### src/rtl/vram_pkg.sv
// Shared constants and scroll-state encoding for the text-VRAM scheduler.
package vram_pkg;

  localparam int         COLS       = 80;
  localparam int         ROWS       = 30;
  localparam int         CELLS      = COLS * ROWS;
  localparam int         COPY_CELLS = COLS * (ROWS - 1);
  localparam logic [7:0] FILL_CHAR  = 8'h20;
  localparam int         VRAM_AW    = 20;

  typedef enum logic [2:0] {
    IDLE    = 3'd0,
    COPY_RD = 3'd1,
    COPY_WR = 3'd2,
    FILL    = 3'd3,
    DONE    = 3'd4
  } scroll_state_t;

endpackage

### src/rtl/vram_scroll_engine.sv
// Scroll-up engine: copies rows 1..ROWS-1 up one row, then blanks the last row.
// Issues one RAM request per cycle; a refused slot leaves state and idx untouched.
module vram_scroll_engine
  import vram_pkg::*;
#(
  parameter int         N_COLS   = COLS,
  parameter int         N_ROWS   = ROWS,
  parameter int         ADDR_W   = VRAM_AW,
  parameter logic [7:0] FILL_VAL = FILL_CHAR
) (
  input  logic              clk,
  input  logic              clrn,
  input  logic              start,
  input  logic              granted,
  input  logic [7:0]        rdata,
  output logic              req,
  output logic              we,
  output logic [ADDR_W-1:0] addr,
  output logic [7:0]        wdata,
  output logic              busy,
  output logic              done
);

  localparam int N_CELLS = N_COLS * N_ROWS;
  localparam int N_COPY  = N_COLS * (N_ROWS - 1);
  localparam int IDX_W   = $clog2(N_CELLS);

  localparam logic [IDX_W-1:0] IDX_ZERO   = IDX_W'(0);
  localparam logic [IDX_W-1:0] IDX_ONE    = IDX_W'(1);
  localparam logic [IDX_W-1:0] ROW_STEP   = IDX_W'(N_COLS);
  localparam logic [IDX_W-1:0] LAST_COPY  = IDX_W'(N_COPY - 1);
  localparam logic [IDX_W-1:0] FIRST_FILL = IDX_W'(N_COPY);
  localparam logic [IDX_W-1:0] LAST_FILL  = IDX_W'(N_CELLS - 1);

  scroll_state_t    state_r, state_s;
  logic [IDX_W-1:0] idx_r, idx_s;
  logic [7:0]       hold_r;
  logic             rd_done_r;

  // rd_done_r marks the cycle in which this engine's read data sits on rdata
  always_ff @(posedge clk or negedge clrn) begin
    if (!clrn) begin
      state_r   <= IDLE;
      idx_r     <= IDX_ZERO;
      hold_r    <= 8'h00;
      rd_done_r <= 1'b0;
    end else begin
      state_r   <= state_s;
      idx_r     <= idx_s;
      rd_done_r <= granted && (state_r == COPY_RD);
      if (rd_done_r) begin
        hold_r <= rdata;
      end
    end
  end

  always_comb begin
    state_s = state_r;
    idx_s   = idx_r;
    case (state_r)
      IDLE: begin
        if (start) begin
          state_s = COPY_RD;
          idx_s   = IDX_ZERO;
        end else begin
          state_s = IDLE;
        end
      end
      COPY_RD: begin
        if (granted) begin
          state_s = COPY_WR;
        end else begin
          state_s = COPY_RD;
        end
      end
      COPY_WR: begin
        if (!granted) begin
          state_s = COPY_WR;
        end else if (idx_r == LAST_COPY) begin
          state_s = FILL;
          idx_s   = FIRST_FILL;
        end else begin
          state_s = COPY_RD;
          idx_s   = idx_r + IDX_ONE;
        end
      end
      FILL: begin
        if (!granted) begin
          state_s = FILL;
        end else if (idx_r == LAST_FILL) begin
          state_s = DONE;
          idx_s   = IDX_ZERO;
        end else begin
          state_s = FILL;
          idx_s   = idx_r + IDX_ONE;
        end
      end
      DONE: begin
        state_s = IDLE;
      end
      default: begin
        state_s = IDLE;
        idx_s   = IDX_ZERO;
      end
    endcase
  end

  // A write slot stolen right after the read falls back to the hold register
  always_comb begin
    req   = 1'b0;
    we    = 1'b0;
    addr  = {ADDR_W{1'b0}};
    wdata = 8'h00;
    case (state_r)
      COPY_RD: begin
        req  = 1'b1;
        addr = ADDR_W'(idx_r + ROW_STEP);
      end
      COPY_WR: begin
        req  = 1'b1;
        we   = 1'b1;
        addr = ADDR_W'(idx_r);
        if (rd_done_r) begin
          wdata = rdata;
        end else begin
          wdata = hold_r;
        end
      end
      FILL: begin
        req   = 1'b1;
        we    = 1'b1;
        addr  = ADDR_W'(idx_r);
        wdata = FILL_VAL;
      end
      default: begin
        req = 1'b0;
      end
    endcase
  end

  assign busy = (state_r == COPY_RD) || (state_r == COPY_WR) || (state_r == FILL);
  assign done = (state_r == DONE);

endmodule

### src/rtl/vram_arbiter.sv
// Single-port text-VRAM scheduler: scan path > scroll engine > CPU, one grant per cycle.
// The RAM has one cycle of read latency; address/we/wdata are combinational from the grant.
module vram_arbiter #(
  parameter int         COLS      = 80,
  parameter int         ROWS      = 30,
  parameter int         AW        = 20,
  parameter logic [7:0] FILL_CHAR = 8'h20
) (
  input  logic          clk_25mhz,
  input  logic          clrn,
  input  logic          scan_req,
  input  logic [AW-1:0] scan_addr,
  output logic [7:0]    scan_data,
  input  logic          cpu_req,
  input  logic          cpu_we,
  input  logic [AW-1:0] cpu_addr,
  input  logic [7:0]    cpu_wdata,
  output logic          cpu_ack,
  output logic [7:0]    cpu_rdata,
  input  logic          scroll_start,
  output logic          scroll_busy,
  output logic          scroll_done,
  output logic [AW-1:0] ram_addr,
  output logic          ram_we,
  output logic [7:0]    ram_wdata,
  input  logic [7:0]    ram_rdata
);

  localparam int CELLS = COLS * ROWS;

  logic          eng_req_s;
  logic          eng_we_s;
  logic          eng_granted_s;
  logic [AW-1:0] eng_addr_s;
  logic [7:0]    eng_wdata_s;
  logic          cpu_in_range_s;
  logic          cpu_grant_s;
  logic          cpu_ack_r;
  logic          cpu_rd_r;
  logic          scan_pend_r;
  logic [7:0]    scan_data_r;

  assign cpu_in_range_s = (cpu_addr < AW'(CELLS));
  assign eng_granted_s  = eng_req_s & ~scan_req;
  // The ack cycle is never a grant cycle, so back-to-back requests take two cycles each
  assign cpu_grant_s    = cpu_req & ~scan_req & ~scroll_busy & ~cpu_ack_r;

  vram_scroll_engine #(
    .N_COLS   (COLS),
    .N_ROWS   (ROWS),
    .ADDR_W   (AW),
    .FILL_VAL (FILL_CHAR)
  ) u_scroll (
    .clk     (clk_25mhz),
    .clrn    (clrn),
    .start   (scroll_start),
    .granted (eng_granted_s),
    .rdata   (ram_rdata),
    .req     (eng_req_s),
    .we      (eng_we_s),
    .addr    (eng_addr_s),
    .wdata   (eng_wdata_s),
    .busy    (scroll_busy),
    .done    (scroll_done)
  );

  // RAM port is held quiet while clrn is low, whatever the requesters do
  always_comb begin
    ram_addr  = {AW{1'b0}};
    ram_we    = 1'b0;
    ram_wdata = 8'h00;
    if (!clrn) begin
      ram_we = 1'b0;
    end else if (scan_req) begin
      ram_addr = scan_addr;
    end else if (eng_req_s) begin
      ram_addr  = eng_addr_s;
      ram_we    = eng_we_s;
      ram_wdata = eng_wdata_s;
    end else if (cpu_grant_s && cpu_in_range_s) begin
      ram_addr = cpu_addr;
      ram_we   = cpu_we;
      if (cpu_we) begin
        ram_wdata = cpu_wdata;
      end else begin
        ram_wdata = 8'h00;
      end
    end else begin
      ram_we = 1'b0;
    end
  end

  always_ff @(posedge clk_25mhz or negedge clrn) begin
    if (!clrn) begin
      cpu_ack_r   <= 1'b0;
      cpu_rd_r    <= 1'b0;
      scan_pend_r <= 1'b0;
      scan_data_r <= 8'h00;
    end else begin
      cpu_ack_r   <= cpu_grant_s;
      cpu_rd_r    <= cpu_grant_s && !cpu_we && cpu_in_range_s;
      scan_pend_r <= scan_req;
      if (scan_pend_r) begin
        scan_data_r <= ram_rdata;
      end
    end
  end

  // Read data arrives from the RAM in the ack cycle itself; out-of-range reads return zero
  always_comb begin
    if (cpu_ack_r && cpu_rd_r) begin
      cpu_rdata = ram_rdata;
    end else begin
      cpu_rdata = 8'h00;
    end
  end

  assign cpu_ack   = cpu_ack_r;
  assign scan_data = scan_data_r;

endmodule

### config.mk
export PLATFORM = sky130hd
export DESIGN_NAME = vram_arbiter
export DESIGN_NICKNAME = d
export VERILOG_FILES = /design/src/rtl/vram_pkg.sv /design/src/rtl/vram_scroll_engine.sv /design/src/rtl/vram_arbiter.sv
export SDC_FILE = /design/constraint.sdc
export NUM_CORES = 1
export LEC_CHECK = 0
export CAP_MARGIN = 40
export CORE_MARGIN = 2
export CORE_UTILIZATION = 35
export CTS_CLUSTER_DIAMETER = 100
export DETAILED_ROUTE_END_ITERATION = 8
export PLACE_DENSITY = 0.67
export SLEW_MARGIN = 20
export SYNTH_ARGS = -nofsm -noshare
export SYNTH_HDL_FRONTEND = slang
export SYNTH_HIERARCHICAL = 1
export SYNTH_SLANG_ARGS = --single-unit
### constraint.sdc
create_clock -name clk_25mhz -period 4.6 [get_ports clk_25mhz]
set_input_delay 0.92 -clock clk_25mhz [delete_from_list [all_inputs] [get_ports clk_25mhz]]
set_output_delay 0.92 -clock clk_25mhz [all_outputs]
set_load 0.02 [all_outputs]
==> flow_metrics.py, run 1 <==
metrics = {
    "detailed_routing": {
        "drc_errors": 0,
        "via_count": 2764,
        "firstDrtPassIters": 6,
        "ant_nets": 0,
        "wl_per_cell_um": 16.77,
        "drt-vias-per-instance": 5.255,
        "wirelength_mm": 8.820,
        "first_iter_violations": 112,
    },
    "cells_and_area": {
        "syn_to_final_growth_pct": 45.47,
        "diodes": 0,
        "post-route-util_pct": 52.54,
        "fin_nets": 489,
        "drive_gt1_share_pct": 14.39,
        "fill_cells": 738,
    },
    "critical_path": {
        "crit_path_start": "u_scroll/state_r[1]$_DFF_PN0_",
        "worst_path_largest_cell_delay_ns": 0.62,
        "path_cells": "or2b_4 -> clkinv_1 -> nor2_1 -> inv_1 -> nor4b_4 -> nand3b_1 -> or3_1 -> a21oi_2 -> clkdlybuf4s50_1",
        "end_kind": "primary output",
        "cpMaxStageDelayCell": "clkdlybuf4s50_1",
        "r2r_start": "u_scroll/state_r[1]$_DFF_PN0_",
        "required_ns": 3.68,
        "start_kind": "flip-flop",
        "r2r_slack_ns": 1.30,
        "r2r_cells": 11,
        "cp.arrival_ns": 3.36,
        "path_class": "reg2out",
        "timing.rr.end": "u_scroll/idx_r[3]$_DFFE_PN0P_",
        "critPathMaxFanout": 15,
    },
    "place": {
        "dp_hpwl_mm": 6.867,
        "io_buffers": 109,
        "place.gp.congestion": 0.9029,
        "dp_slack_ns": 0.3542,
    },
    "clock_tree": {
        "h-tree-depth": 2,
        "cts_sinks": 35,
        "clockRootBuffer": "clkbuf_8",
        "hold_buffers": 0,
        "path_clk_slew_ns": 0.08,
        "cts_tree": "built",
        "clk_latency_ns": 0.29,
        "post_cts_buffers": 0,
        "ctsResizeCount": 0,
        "clk_path_buf_depth": 2,
        "cts_inserted_buffers": 5,
    },
    "timing": {
        "worst_pin_slew_ns": 0.6651,
        "min_period_ns": 4.281,
        "finalClockSkew_ns": 0.008829,
        "rsz0062_at_grt": "no",
        "setup_ws_ns": 0.3187,
        "timing.fmax_mhz": 233.6,
        "drv_slew": 0,
        "setup_violations": 0,
        "finalCritPeriodShare_pct": 93.07,
        "slew_headroom_pct": 55.66,
        "final_hold_viol_count": 0,
        "setup_tns_ns": 0,
    },
    "grt": {
        "overflow": 0,
        "grt_max_degree": 38,
        "grt_usage_pct": 20.21,
        "grt_pass1_vias": 2738,
        "grt_first_pass_wirelength_mm": 13.90,
        "antenna_found_initial": 0,
    },
    "yosys": {
        "synth_simple_gate_area_share_pct": 27.53,
        "synth_xor_area_share_pct": 0.6309,
        "synthTopCellsByCount": "dfrtp_1 (35), nand2_1 (27), nor2b_1 (23), o21ai_0 (23), nand3_1 (21)",
        "syn-cell-area_mm2": 0.002776,
        "ys_seq_elements": 35,
        "async_reset_ff_share_pct": 100.0,
        "synth_top_family_by_area": "simple AND/OR/NAND/NOR gates",
        "ys_seq_area_share_pct": 31.55,
        "ys.flop_type": "dfrtp_1",
        "synth-edff-count": 0,
        "synth_mux_area_share_pct": 6.489,
        "synth_fa_ha_area_share_pct": 1.803,
        "synth_top_area_share_pct": 31.55,
        "synth.distinct_cells": 50,
        "synth_area_leaders": "dfrtp_1 (32%), mux2_2 (6.5%), a22o_1 (6.3%), nor2b_1 (5.2%), o21ai_0 (4.1%)",
        "yosysWarnings": 6,
        "syn_area_per_cell_um2": 8.786,
        "synth_compound_area_share_pct": 23.21,
        "synth_area_leader_cell": "dfrtp_1",
        "synth.most_common_cell": "dfrtp_1",
        "synth_cells": 316,
    },
    "floorplanning": {
        "die_w_um": 93.07,
        "start_util_pct": 36.12,
        "die_h_um": 93.07,
        "ios": 110,
        "die_area_mm2": 0.008661,
        "num_rows": 32,
        "core_mm2": 0.007687,
    },
    "power_and_ir_drop": {
        "cellLeakagePower_uw": 0.001580,
        "design_power_total_uw": 1503,
        "p_per_area_mw_per_mm2": 372.2,
        "max-vdd-ir-drop_uv": 168.7,
    },
    "min_path": {
        "min_path_type": "reg2reg",
        "hold_path_end": "u_scroll/hold_r[3]$_DFF_PN0_",
        "worstHoldStart": "u_scroll/hold_r[3]$_DFF_PN0_",
        "min_path_cells": 1,
    },
    "outcome": {
        "status": "finished, final reports clean",
    },
    "run": {
        "cap_violations": 0,
    },
}
[cell usage in the layout, fill, tap and decap left out, types with 10 or more instances in the layout]
cell / synthesis / final
a21oi_1: 11 / 11
a22o_1: 20 / 20
and3_1: 10 / 10
buf_4: 8 / 13
clkdlybuf4s50_1: 0 / 108
dfrtp_1: 35 / 35
mux2_2: 16 / 16
nand2_1: 27 / 27
nand3_1: 21 / 21
nor2b_1: 23 / 22
o21ai_0: 23 / 23
[kinds of logic after synthesis]
group | Yosys count
AO/OA/AOI/OAI | 92
buffers and inverters | 39
flip-flops | 35
AND/OR/NAND/NOR | 127
multiplexers | 16
other | 1
adder cells (fa/ha/maj) | 4
XOR/XNOR | 2
[per-stage QoR]
| step | instance area (um2) | cells | hold slack (ns) |
|---|---|---|---|
| floorplan | 2799 | 322 | 0.4665 |
| global placement | 3910 | 517 | 0.4729 |
| detailed placement | 3921 | 518 | 0.4836 |
| CTS | 4039 | 526 | 0.5012 |
| global route | 4039 | 526 | 0.5173 |
| finish | 4039 | 526 | 0.5001 |
[area by class of cell]
| type | count | area [um2] | area share (%) |
|---|---|---|---|
| inverters | 10 | 37.54 | 0.9294 |
| clock inverters | 2 | 35.03 | 0.8674 |
| well taps | 102 | 127.6 | 3.160 |
| repair buffers | 123 | 1195 | 29.59 |
| multi-input cells | 248 | 1685 | 41.73 |
| flip-flops and latches | 35 | 875.8 | 21.69 |
| clock buffers | 6 | 82.58 | 2.045 |
[registers in the layout (all words and copies together) (netlist names)]
name,cells
cpu_rd_r,1
scan_pend_r,1
u_scroll/rd_done_r,1
scan_data,8
u_scroll/state_r,3
u_scroll/hold_r,8
u_scroll/idx_r,12
cpu_ack,1
[power by group]
part	internal [uW]	switching [uW]	total, uW
combinational	351	411	762
clock	176	119	295
sequential	379	67.2	446
total	905	598	1500
[worst max-delay path, delay by kind of cell (launching register included)]
kind / cells / cell delay (ns)
simple gates: 5 / 1.50
compound gates: 1 / 0.21
buf+inv: 3 / 0.87
flops: 1 / 0.48
[how the worst max path moves through the flow]
stage / to / slack, ns
after floorplan: ram_addr[12] / 1.26
after global placement: ram_wdata[7] / 0.38
after detailed placement: ram_we / 0.35
after CTS: ram_we / 0.30
after global routing: ram_wdata[7] / 0.10
final: ram_we / 0.32
[layer usage]
layer  up-vias  routed length [um]  track usage, %
li1       1349                   -               -
met1      1311                3848           26.46
met2        97                4323           34.84
met3         7                 567           3.948
met4         0                  81           4.044
met5         -                   0               0
Note: power is estimated with default switching activity, not from simulation.
==> run 2, diff against run 1 <==
--- a/config.mk
+++ b/config.mk
@@ -5,13 +5,13 @@
 export SDC_FILE = /design/constraint.sdc
 export NUM_CORES = 1
 export LEC_CHECK = 0
+export ABC_CLOCK_PERIOD_IN_PS = 4600
 export CAP_MARGIN = 40
-export CORE_MARGIN = 2
 export CORE_UTILIZATION = 35
 export CTS_CLUSTER_DIAMETER = 100
 export DETAILED_ROUTE_END_ITERATION = 8
 export PLACE_DENSITY = 0.67
-export SLEW_MARGIN = 20
+export SLEW_MARGIN = 0
 export SYNTH_ARGS = -nofsm -noshare
 export SYNTH_HDL_FRONTEND = slang
 export SYNTH_HIERARCHICAL = 1
==> flow_metrics.py, run 2 (synthesis gave the netlist of run 1 again) <==
metrics = {
    "floorplanning": {
        "die_h_um": 91.07,
        "start_util_pct": 36.12,
        "ios": 110,
        "die_area_mm2": 0.008293,
        "core_mm2": 0.007687,
        "die_w_um": 91.07,
        "num_rows": 32,
    },
    "timing": {
        "min_period_ns": 4.301,
        "timing.fmax_mhz": 232.5,
        "slew_headroom_pct": 57.71,
        "finalCritPeriodShare_pct": 93.50,
        "setup_tns_ns": 0,
        "drv_slew": 0,
        "whs_ns": 0.4965,
        "rsz0062_at_grt": "no",
        "finalClockSkew_ns": 0.005972,
        "setup_ws_ns": 0.2989,
        "worst_pin_slew_ns": 0.6287,
        "setup_violations": 0,
        "final_hold_viol_count": 0,
    },
    "min_path": {
        "min_path_type": "reg2reg",
    },
    "clock_tree": {
        "cts_tree": "built",
        "clk_path_buf_depth": 2,
        "clk_latency_ns": 0.29,
        "cts_inserted_buffers": 5,
        "clockRootBuffer": "clkbuf_8",
        "h-tree-depth": 2,
        "hold_buffers": 0,
        "cts_sinks": 35,
        "path_clk_slew_ns": 0.08,
    },
    "cells_and_area": {
        "diodes": 0,
        "largest_register": "u_scroll/idx_r",
        "seq_area_um2": 875.8,
        "drive_gt1_share_pct": 14.62,
        "finalNonFillerCells": 526,
        "multi_input_area_mm2": 0.001685,
        "largest_reg_flops": 12,
        "layout_commonest_cell": "clkdlybuf4s50_1",
        "syn_to_final_growth_pct": 45.74,
        "fill_cells": 729,
        "fin_nets": 489,
        "final_cell_mix": "clkdlybuf4s50_1 (108), dfrtp_1 (35), nand2_1 (27)",
    },
    "critical_path": {
        "end_kind": "primary output",
        "cpMaxStageDelayCell": "clkdlybuf4s50_1",
        "worst_path_largest_cell_delay_ns": 0.60,
        "path_buf_inv": 4,
        "path_class": "reg2out",
        "cp.arrival_ns": 3.38,
        "path_cells": "or2b_4 -> clkinvlp_4 -> nor2_1 -> inv_1 -> nor4b_4 -> nand3_1 -> nor4_4 -> buf_4 -> a22o_1 -> clkdlybuf4s50_1",
        "start_kind": "flip-flop",
        "path_delay_family": "simple AND/OR/NAND/NOR gates",
        "critPathMaxFanout": 15,
        "required_ns": 3.68,
    },
    "place": {
        "dp_slack_ns": 0.3116,
        "place.gp.congestion": 0.8941,
        "io_buffers": 109,
        "dp_hpwl_mm": 6.456,
        "placed_cells": 514,
    },
    "power_and_ir_drop": {
        "max-vdd-ir-drop_uv": 162.7,
        "cellLeakagePower_uw": 0.001580,
        "design_power_total_uw": 1494,
        "p_per_area_mw_per_mm2": 369.1,
    },
    "detailed_routing": {
        "ant_nets": 0,
        "first_iter_violations": 116,
        "firstDrtPassIters": 4,
        "via_count": 2782,
        "wirelength_mm": 8.483,
        "drc_errors": 0,
        "wl_per_cell_um": 16.13,
        "drt-vias-per-instance": 5.289,
    },
    "run": {
        "cap_violations": 0,
    },
    "grt": {
        "grt_max_degree": 57,
        "grt_pass1_vias": 2676,
        "antenna_found_initial": 0,
        "grt_first_pass_wirelength_mm": 13.59,
        "overflow": 0,
        "grt_usage_pct": 20.55,
    },
    "outcome": {
        "status": "finished, final reports clean",
    },
}
[run 2: changes by cell type in the layout (fill, tap and decap cells not counted), sizes merged]
cell,previous run,this run
clkbuf,6,5
clkinvlp,0,1
[run 2: power breakdown]
part | switching (uW) | internal [uW] | total, uW | leakage, uW
clock | 120 | 161 | 281 | 0.0000581
sequential | 81.0 | 379 | 460 | 0.000441
combinational | 399 | 353 | 752 | 0.00108
total | 600 | 894 | 1490 | 0.00158
[run 2: layer usage]
layer,wire (um),vias to the layer above,share of wire (%),GRT usage [%]
met3,558,12,6.6,4.606
met4,101,0,1.2,5.026
met5,0,-,0,0
met2,4040,102,48,34.47
li1,-,1355,-,-
met1,3782,1313,45,26.75
[run 2: repair_timing]
action                                 4_1_cts  5_1_grt
buffers inserted                             0        4
setup endpoints to repair                    0       17
gates resized for setup                      0        1
endpoints found under the hold margin        0        0
[run 2: cell type report]
cell class / instances / share of cell area, %
repair buffers: 123 / 29.75
inverters: 10 / 1.020
multi-input cells: 248 / 41.65
clock inverters: 3 / 1.082
flip-flops and latches: 35 / 21.65
well taps: 102 / 3.154
clock buffers: 5 / 1.701
[run 2: path summary, 6_finish.rpt]
kind / start / endpoint / slack, ns / cells after the start
setup reg to reg: u_scroll/state_r[1]$_DFF_PN0_ / u_scroll/idx_r[9]$_DFFE_PN0P_ / 1.30 / 12
hold reg to reg: u_scroll/hold_r[1]$_DFF_PN0_ / u_scroll/hold_r[1]$_DFF_PN0_ / 0.50 / 1
min in group asynchronous: clrn / scan_data[0]$_DFFE_PN0P_ / 0.76 / 2
hold / removal: u_scroll/hold_r[1]$_DFF_PN0_ / u_scroll/hold_r[1]$_DFF_PN0_ / 0.50 / 1
max in group asynchronous: clrn / u_scroll/hold_r[3]$_DFF_PN0_ / 3.41 / 2
setup / recovery: u_scroll/state_r[1]$_DFF_PN0_ / ram_addr[6] / 0.30 / 10
[run 2: through the flow]
stage | area (um2) | util [%]
floorplan | 2799 | -
global placement | 3900 | 50.73
detailed placement | 3900 | 50.73
CTS | 4013 | 52.20
global route | 4046 | 52.64
finish | 4046 | 52.64
